`src/rtl/relu_result_collector_pkg.sv`:
```
// Shared types and sizing helpers for the ReLU result collector.
package relu_result_collector_pkg;

    localparam int DEFAULT_DATA_WIDTH  = 32;
    localparam int DEFAULT_CELL_AMOUNT = 2;

    // Index width for n entries; never narrower than one bit.
    function automatic int idx_w(input int n);
        return (n > 1) ? $clog2(n) : 1;
    endfunction

    typedef enum logic {
        IDLE = 1'b0,
        SEND = 1'b1
    } drain_state_t;

endpackage

```
`src/rtl/relu_bank_ram.sv`:
```
// Two-bank register file: one write port for the fill side, one
// combinational read port for the drain side.
module relu_bank_ram #(
    parameter int DATA_WIDTH  = 32,
    parameter int CELL_AMOUNT = 2,
    parameter int IDX_W       = 1
) (
    input  logic                  clk,
    input  logic                  wr_en,
    input  logic                  wr_bank,
    input  logic [IDX_W-1:0]      wr_idx,
    input  logic [DATA_WIDTH-1:0] wr_data,
    input  logic                  rd_bank,
    input  logic [IDX_W-1:0]      rd_idx,
    output logic [DATA_WIDTH-1:0] rd_data
);

    logic [DATA_WIDTH-1:0] mem [2][CELL_AMOUNT];

    // NOTE: storage is deliberately not reset; a bank is only read after its
    // full flag is set, which requires every entry to have been written first.
    always_ff @(posedge clk) begin
        if (wr_en) begin
            mem[wr_bank][wr_idx] <= wr_data;
        end
    end

    assign rd_data = mem[rd_bank][rd_idx];

endmodule

```
`src/rtl/relu_result_collector.sv`:
```
// Captures ReLU output beats into a ping-pong buffer and replays each
// completed vector downstream over a valid/ready handshake.
module relu_result_collector
    import relu_result_collector_pkg::*;
#(
    parameter int DATA_WIDTH  = DEFAULT_DATA_WIDTH,
    parameter int CELL_AMOUNT = DEFAULT_CELL_AMOUNT
) (
    input  logic                  clk,
    input  logic                  reset,
    input  logic [DATA_WIDTH-1:0] input_index,
    input  logic [DATA_WIDTH-1:0] input_value,
    input  logic                  input_enable,
    output logic [DATA_WIDTH-1:0] output_value,
    output logic                  output_valid,
    input  logic                  output_ready,
    output logic                  output_last,
    output logic                  overflow,
    output logic                  index_error
);

    localparam int               IDX_W    = idx_w(CELL_AMOUNT);
    localparam logic [IDX_W-1:0] LAST_IDX = IDX_W'(CELL_AMOUNT - 1);

    logic [IDX_W-1:0]      wptr;
    logic                  fsel;
    logic [1:0]            full;
    logic                  fill_accept;
    logic                  fill_wrap;

    drain_state_t          state, state_d;
    logic [IDX_W-1:0]      rptr, rptr_d;
    logic                  dsel, dsel_d;
    logic                  fire;
    logic                  drain_done;
    logic [DATA_WIDTH-1:0] rd_data;
    logic [DATA_WIDTH-1:0] value_d;
    logic                  last_d;

    assign fill_accept = input_enable && !full[fsel];
    assign fill_wrap   = fill_accept && (wptr == LAST_IDX);
    assign fire        = (state == SEND) && output_ready;
    assign drain_done  = fire && (rptr == LAST_IDX);

    // NOTE: state is updated with non-blocking assignments so every register
    // samples pre-edge values, independent of block ordering.
    always_ff @(posedge clk or posedge reset) begin
        if (reset) begin
            wptr        <= '0;
            fsel        <= 1'b0;
            overflow    <= 1'b0;
            index_error <= 1'b0;
        end else if (fill_accept) begin
            wptr <= fill_wrap ? '0 : wptr + 1'b1;
            if (fill_wrap) begin
                fsel <= ~fsel;
            end
            // The full index is compared, so stray upper bits are errors too.
            if (input_index != DATA_WIDTH'(wptr)) begin
                index_error <= 1'b1;
            end
        end else if (input_enable) begin
            overflow <= 1'b1;
        end
    end

    // Fill and drain always target different banks, so set and clear never collide.
    always_ff @(posedge clk or posedge reset) begin
        if (reset) begin
            full <= '0;
        end else begin
            if (fill_wrap) begin
                full[fsel] <= 1'b1;
            end
            if (drain_done) begin
                full[dsel] <= 1'b0;
            end
        end
    end

    // NOTE: every signal is given a default before the case, so no path can
    // leave one unassigned and infer a latch.
    always_comb begin
        state_d = state;
        rptr_d  = rptr;
        dsel_d  = dsel;
        case (state)
            IDLE: begin
                if (full[dsel]) begin
                    state_d = SEND;
                end
            end
            SEND: begin
                if (fire) begin
                    if (rptr == LAST_IDX) begin
                        rptr_d  = '0;
                        dsel_d  = ~dsel;
                        state_d = full[~dsel] ? SEND : IDLE;
                    end else begin
                        rptr_d = rptr + 1'b1;
                    end
                end
            end
            default: state_d = IDLE;
        endcase
        value_d = (state_d == SEND) ? rd_data : output_value;
        last_d  = (state_d == SEND) && (rptr_d == LAST_IDX);
    end

    // Output data is looked up at the next read address so it lands registered.
    always_ff @(posedge clk or posedge reset) begin
        if (reset) begin
            state        <= IDLE;
            rptr         <= '0;
            dsel         <= 1'b0;
            output_value <= '0;
            output_last  <= 1'b0;
        end else begin
            state        <= state_d;
            rptr         <= rptr_d;
            dsel         <= dsel_d;
            output_value <= value_d;
            output_last  <= last_d;
        end
    end

    assign output_valid = (state == SEND);

    relu_bank_ram #(
        .DATA_WIDTH  (DATA_WIDTH),
        .CELL_AMOUNT (CELL_AMOUNT),
        .IDX_W       (IDX_W)
    ) u_bank_ram (
        .clk     (clk),
        .wr_en   (fill_accept),
        .wr_bank (fsel),
        .wr_idx  (wptr),
        .wr_data (input_value),
        .rd_bank (dsel_d),
        .rd_idx  (rptr_d),
        .rd_data (rd_data)
    );

endmodule
```
`config.mk`:
```
export PLATFORM = sky130hd
export DESIGN_NAME = relu_result_collector
export DESIGN_NICKNAME = d
export VERILOG_FILES = /design/src/rtl/relu_result_collector_pkg.sv /design/src/rtl/relu_bank_ram.sv /design/src/rtl/relu_result_collector.sv
export SDC_FILE = /design/constraint.sdc
export NUM_CORES = 1
export LEC_CHECK = 0
export CELL_PAD_IN_SITES_DETAIL_PLACEMENT = 0
export CELL_PAD_IN_SITES_GLOBAL_PLACEMENT = 1
export CORE_ASPECT_RATIO = 0.8
export CORE_MARGIN = 5
export CORE_UTILIZATION = 41
export DETAILED_ROUTE_END_ITERATION = 7
export HOLD_SLACK_MARGIN = 0.05
export PLACE_DENSITY = 0.81
export SLEW_MARGIN = 15
export SYNTH_ARGS = -nofsm -noshare
export SYNTH_HDL_FRONTEND = slang
export SYNTH_SLANG_ARGS = --single-unit
export TNS_END_PERCENT = 20
```
`constraint.sdc`:
```
create_clock -name clk -period 4.4 [get_ports clk]
set_clock_uncertainty 0.15 [all_clocks]
set_input_delay 0.44 -clock clk [delete_from_list [all_inputs] [get_ports clk]]
set_output_delay 0.44 -clock clk [all_outputs]
set_load 0.02 [all_outputs]
```
# Word-level counts from Yosys, hierarchy flattened
# Memory sizes are Yosys's and may differ from the RTL's.
# Cells that the tools add are included.
# totals
register_bits	42
ramBits	128
n_memories	1
# op_classes
add_sub_neg	2
order_cmp	8
n_eq_ne	1
n_mux	31
n_bitwise	9
n_reduce_logical	12
# mem_list
memory	depth	width	rd	rd_ports_with_merged_regs	wr	line_no	text
u_bank_ram.mem	2	64	1	0	1	relu_bank_ram.sv:18	logic [DATA_WIDTH-1:0] mem [2][CELL_AMOUNT];
# ops
op	count
32-bit two-way mux	4
64-bit two-way mux	1
32-bit demux with 1-bit select	1
32-bit by 1-bit != test with 1-bit output	1
1-bit two-way mux	20
1-bit logical AND	8
1-bit by 2-bit < comparator with 1-bit output (second input constant)	3
2-bit AND reduction	3
2-bit greater-or-equal comparator (second input constant)	2
2-bit two-way mux	2
1-bit inverter	4
1-bit inverter with 2-bit output	2
1-bit adder (second input constant)	2
2-bit AND	1
1-bit demux with 1-bit select	2
1-bit greater-or-equal comparator (second input constant)	2
2-bit by 1-bit < comparator with 1-bit output (second input constant)	1
2-bit inverter	1
2-bit OR	1
1-bit case mux with 2 select lines	1
1-bit logical NOT	1

# Longest topological paths before layout
# depth
ltp_word	8
ltp_mapped	7
mapped_depth_nobuf	5

# Hierarchy
# From an unflattened synthesis, not the netlist that was laid out.
# unflattened
cells_unflattened	287
hier_area_um2	6537.5
# by_module_without_submodules
mod	n_inst	cells_each	area_per_inst_um2	seq_area_each_um2
relu_bank_ram	1	171	4689.5	3843.7
relu_result_collector	1	116	1848.0	1051.0

# Worst setup path after synthesis
# Ideal clock, no wire load.
# synth_timing
path_kind	register -> register
from	reg wptr
to	mem u_bank_ram.mem[0][0] in the netlist's numbering (enable)
setup_time_ns	0.507
arrival_time_ns	3.743
required_time_ns	3.743
slack_ns	0.001
stages_incl_launch_ff	3
synth_period_minus_slack_ns	4.399
path_cell_list	dfrtp_1 > inv_1 > nor4_1
# synth_via
elab_chain_cells	6
elab_cells_between_ends	7
classes_between	2 x order compare; 3 x mux; 1 x bitwise; 1 x reduce/logical
# synth_lines
item	line_no	text
start: declaration	relu_result_collector.sv:25	logic [IDX_W-1:0] wptr;
start signal: assignment	relu_result_collector.sv:54	wptr <= fill_wrap ? '0 : wptr + 1'b1;
1-bit inverter with 2-bit output (implied by the code) (*)	relu_bank_ram.sv:24	mem[wr_bank][wr_idx] <= wr_data;
2-bit greater-or-equal comparator (implied by the code) or 2-bit by 1-bit < comparator with 1-bit output (tied branches)	relu_bank_ram.sv:24	
1-bit logical AND (implied by the code)	relu_bank_ram.sv:24	
32-bit two-way mux (implied by the code)	relu_bank_ram.sv:24	
32-bit demux with 1-bit select (*)	relu_bank_ram.sv:24	
64-bit two-way mux (implied by the code) (*)	relu_bank_ram.sv:24	
end: declaration	relu_bank_ram.sv:18	
# Every way passes the cells marked *; elsewhere a longest branch is shown, timed or not.

# Final worst setup path
# layout_timing
from	reg dsel
to	reg output_value[30]
# layout_via
elab_chain_cells	8
elab_cells_between_ends	17
classes_between	15 x mux; 1 x bitwise; 1 x memory
# layout_lines
item	line_no	text
start: declaration	relu_result_collector.sv:33	logic dsel, dsel_d;
start signal: assignment	relu_result_collector.sv:121	dsel <= dsel_d;
1-bit inverter	relu_result_collector.sv:97	dsel_d = ~dsel;
1-bit two-way mux	relu_result_collector.sv:95	if (rptr == LAST_IDX) begin
1-bit two-way mux	relu_result_collector.sv:94	if (fire) begin
1-bit two-way mux	relu_result_collector.sv:87	case (state)
memory 2 x 64 bit	n/a	
32-bit two-way mux (implied by the code) (3 in series)	relu_bank_ram.sv:28	assign rd_data = mem[rd_bank][rd_idx];
end signal: assignment	relu_result_collector.sv:122	output_value <= value_d;
end: declaration	relu_result_collector.sv:14	output logic [DATA_WIDTH-1:0] output_value,
# Parallel ways exist; a longest one is shown, timed or not. The select of a mux whose other input is x is not followed.
# A chain may end at the register's enable or synchronous reset.

==> summary.txt <==
Synthesis
  • Leading cell types by count after synthesis: 128 x edfxtp_1, 65 x mux2i_1, 42 x dfrtp_1
  • Sequential fraction of the synthesis area: between 70 and 80%
  • Syn Area/Cell: 18.2 µm²
  • Yosys warns: 0
  • Synth Register Bits: between 150 and 200
  • Synth area leaders: edfxtp_1 59%, dfrtp_1 16%, mux2i_1 9.9%
  • Commonest register cell after synthesis: edfxtp_1
  • Yosys cell types: 29
  • Yosys top cell area share: around 60%
  • Mapped Cells: between 300 and 400
  • Async set-reset flop share out of synthesis: between 20% and 30%
  • Post-Synthesis Cell Area: roughly 0.0066 mm²
  • Dominant cell type by area after synthesis: edfxtp_1
  • Synth Net Count: between 400 and 500
  • EDFF count, synth: around 130
  • Most frequent cell after synthesis: edfxtp_1

Die
  • Row cnt: 41
  • Core Footprint: 0.0157 mm²
  • Y dimension of the die: 123 µm
  • Initial core utilization: 41.7%
  • Chip Width: between 150 and 200 µm
  • # IOs: 104
  • Die area: about 0.019 mm²

CTS
  • CTS tree: yes
  • Worst-Skew Late Latency: 410 ps
  • Root Driver: clkbuf_16
  • Setup bufs post-CTS: 0
  • Reg clk slew, reported paths: 70 ps
  • Hold Buf Count CTS: 0
  • Maximum root-to-sink buffer count: 2
  • CTS H-tree lvls: 4
  • # resized after CTS: 0
  • CTS buffer count: 17
  • Clock sink count: 170

Setup path
  • Reg-to-Reg End: output_value[30]
  • CP Cell Sequence: mux2_2 > o22a_2 > buf_4 > nor2b_4 > buf_4 > a221oi_1
  • Critical path launch point type: flop
  • R2r setup slk: 1650 ps
  • CP required: about 4500 ps
  • CP max FO: 35
  • Arr. time, crit path: 2850 ps
  • Crit path largest cell delay: about 670 ps
  • R2r startpoint: dsel
  • CP Class: flop to flop
  • Slowest CP cell: nor2b_4
  • R2R depth: 6
  • Most frequent CP cell: buf_4
  • CP Capture Type: flop

Timing
  • RSZ-0062 raised after global routing: false
  • Crit path time final: around 2700 ps
  • Relative slew slack: a little under a third
  • Period utilization: a little over three fifths
  • Hold Vio Cnt, Final: 0
  • Worst hold slack: ~330 ps
  • Max Freq: around 360 MHz
  • Setup TNS: 0 ps
  • Final setup violation count: 0
  • Slew at the pin with the worst max-slew slack: slightly above 1000 ps
  • Max-slew violations: 0
  • Setup ws final: about 1700 ps

Cells and area
  • Fin cells: around 700
  • Area Growth Syn to Fin: 27.5%
  • Share of cells above drive strength 1: 16.9%
  • Number of inserted diodes: 0
  • Total Nets Final: between 500 and 600

Worst hold path
  • HP Start: index_error
  • Hold Path Class: flop to flop
  • Hold endpoint: index_error
  • Worst hold stages: 1

Run
  • Max Cap Viol: 0

Drt
  • DR WL/cell: 18.8 µm
  • # DRC: 0
  • ANT nets after route: 0
  • Total number of vias: between 3k and 4k
  • Via density: between 5 and 6
  • Drt first pass iters: 4
  • Drt initial violations: around 190
  • Total wire length: about 13000 µm

Pwr
  • Peak VDD IR: about 0.64 mV
  • Leakage Power: about 3 nW
  • Pwr dens: ~740 mW/mm²

Placement
  • I/O Buffers: ~100
  • Post-DP HPWL: between 7000 and 8000 µm
  • Placed instance count: between 600 and 700
  • Gp weighted congestion: roughly 0.7
  • Placement Setup Slack: 1260 ps

GRT
  • Vias in the first global route: roughly 3.8k
  • First-pass GRT wire length: 20700 µm
  • Grt ovf: 0
  • Tot GR Track Use: ~15%
  • Initial antenna violation count: 0
  • Largest net degree at the start of global routing: 54

Outcome
  • Status: completed
## final cells by class
type | instances | area (µm²)
clock inverters | 11 | 87.6
clock buffers | 21 | 470
fillers | 1281 | 7380
flip-flops and latches | 170 | 4890
well taps | 215 | 269
repair buffers | 111 | 1090
inverters | 6 | 22.5
multi-input cells | 165 | 1530
## logic make-up after synthesis
| logic type | after synthesis | synth area share (%) |
|---|---|---|
| DFF | 170 | 74.6 |
| muxes | 68 | 10.5 |
| and+or+nand+nor | 55 | 3.81 |
| AOI/OAI and AO/OA | 38 | 7.87 |
| buffers and inverters | 25 | 2.67 |
| xor gates and xnor gates | 3 | 0.400 |
| adders and majority gates | 1 | 0.191 |
## where the power goes
group,internal (mW),switching (mW)
registers,2.14,0.191
logic,1.10,1.39
clock network,0.774,0.600
total,4.02,2.18
## layer usage
metal | wire length [µm] | global-route usage (%)
met5 | 0 | 0
met2 | 6530 | 24.7
met4 | 91 | 4.25
met1 | 5660 | 19.6
met3 | 831 | 4.03
## through the flow
step	cell area [µm²]	power (mW)	util, %
3_5_place_dp	7810	4.89	49.6
5_1_grt	8370	6.53	53.1
6_report	8370	6.20	53.1
3_3_place_gp	7810	4.82	49.6
2_1_floorplan	6560	4.21	-
4_1_cts	8370	6.27	53.1
## how the worst max path moves through the flow
stage | from | endpoint | slack (ps) | depth (start not counted)
after floorplan | wptr | u_bank_ram.mem[0][0] | 0.8 | 2
after global placement | output_ready | output_value[30] | 1250 | 7
after detailed placement | output_ready | output_value[30] | 1260 | 7
after CTS | dsel | output_value[30] | 1630 | 6
after global routing | dsel | output_value[30] | 1470 | 6
final | dsel | output_value[30] | 1650 | 6
## placed cells by master, fill, tap and decap left out, drive strengths merged, types with 2 or more instances in the layout
master	synthesis	layout
nor2	33	33
inv	6	9
nand2	2	2
clkinv	0	4
mux2	3	3
edfxtp	128	128
a221oi	32	32
clkdlybuf4s50	0	103
clkbuf	3	21
nand3	2	2
mux2i	65	65
nor3	5	5
and2	2	2
o21bai	2	2
dfrtp	42	42
clkinvlp	0	4
buf	16	8
xnor2	3	3
nor4	8	8
## state kept, by name, indices dropped and copies added, names as in the netlist
signal and cells:
wptr 1, index_error 1, output_valid 1, overflow 1, full 2, dsel 1
output_value 32, output_last 1, u_bank_ram.mem 128, fsel 1, rptr 1
## critical path: cells and delay by family, from the launching register on
family,cells,cell delay (ps)
buffers and inverters,2,820
and+or+nand+nor,1,670
DFF,1,420
muxes,1,250
AOI/OAI and AO/OA,2,250
Power figures use the tool's default switching activity.
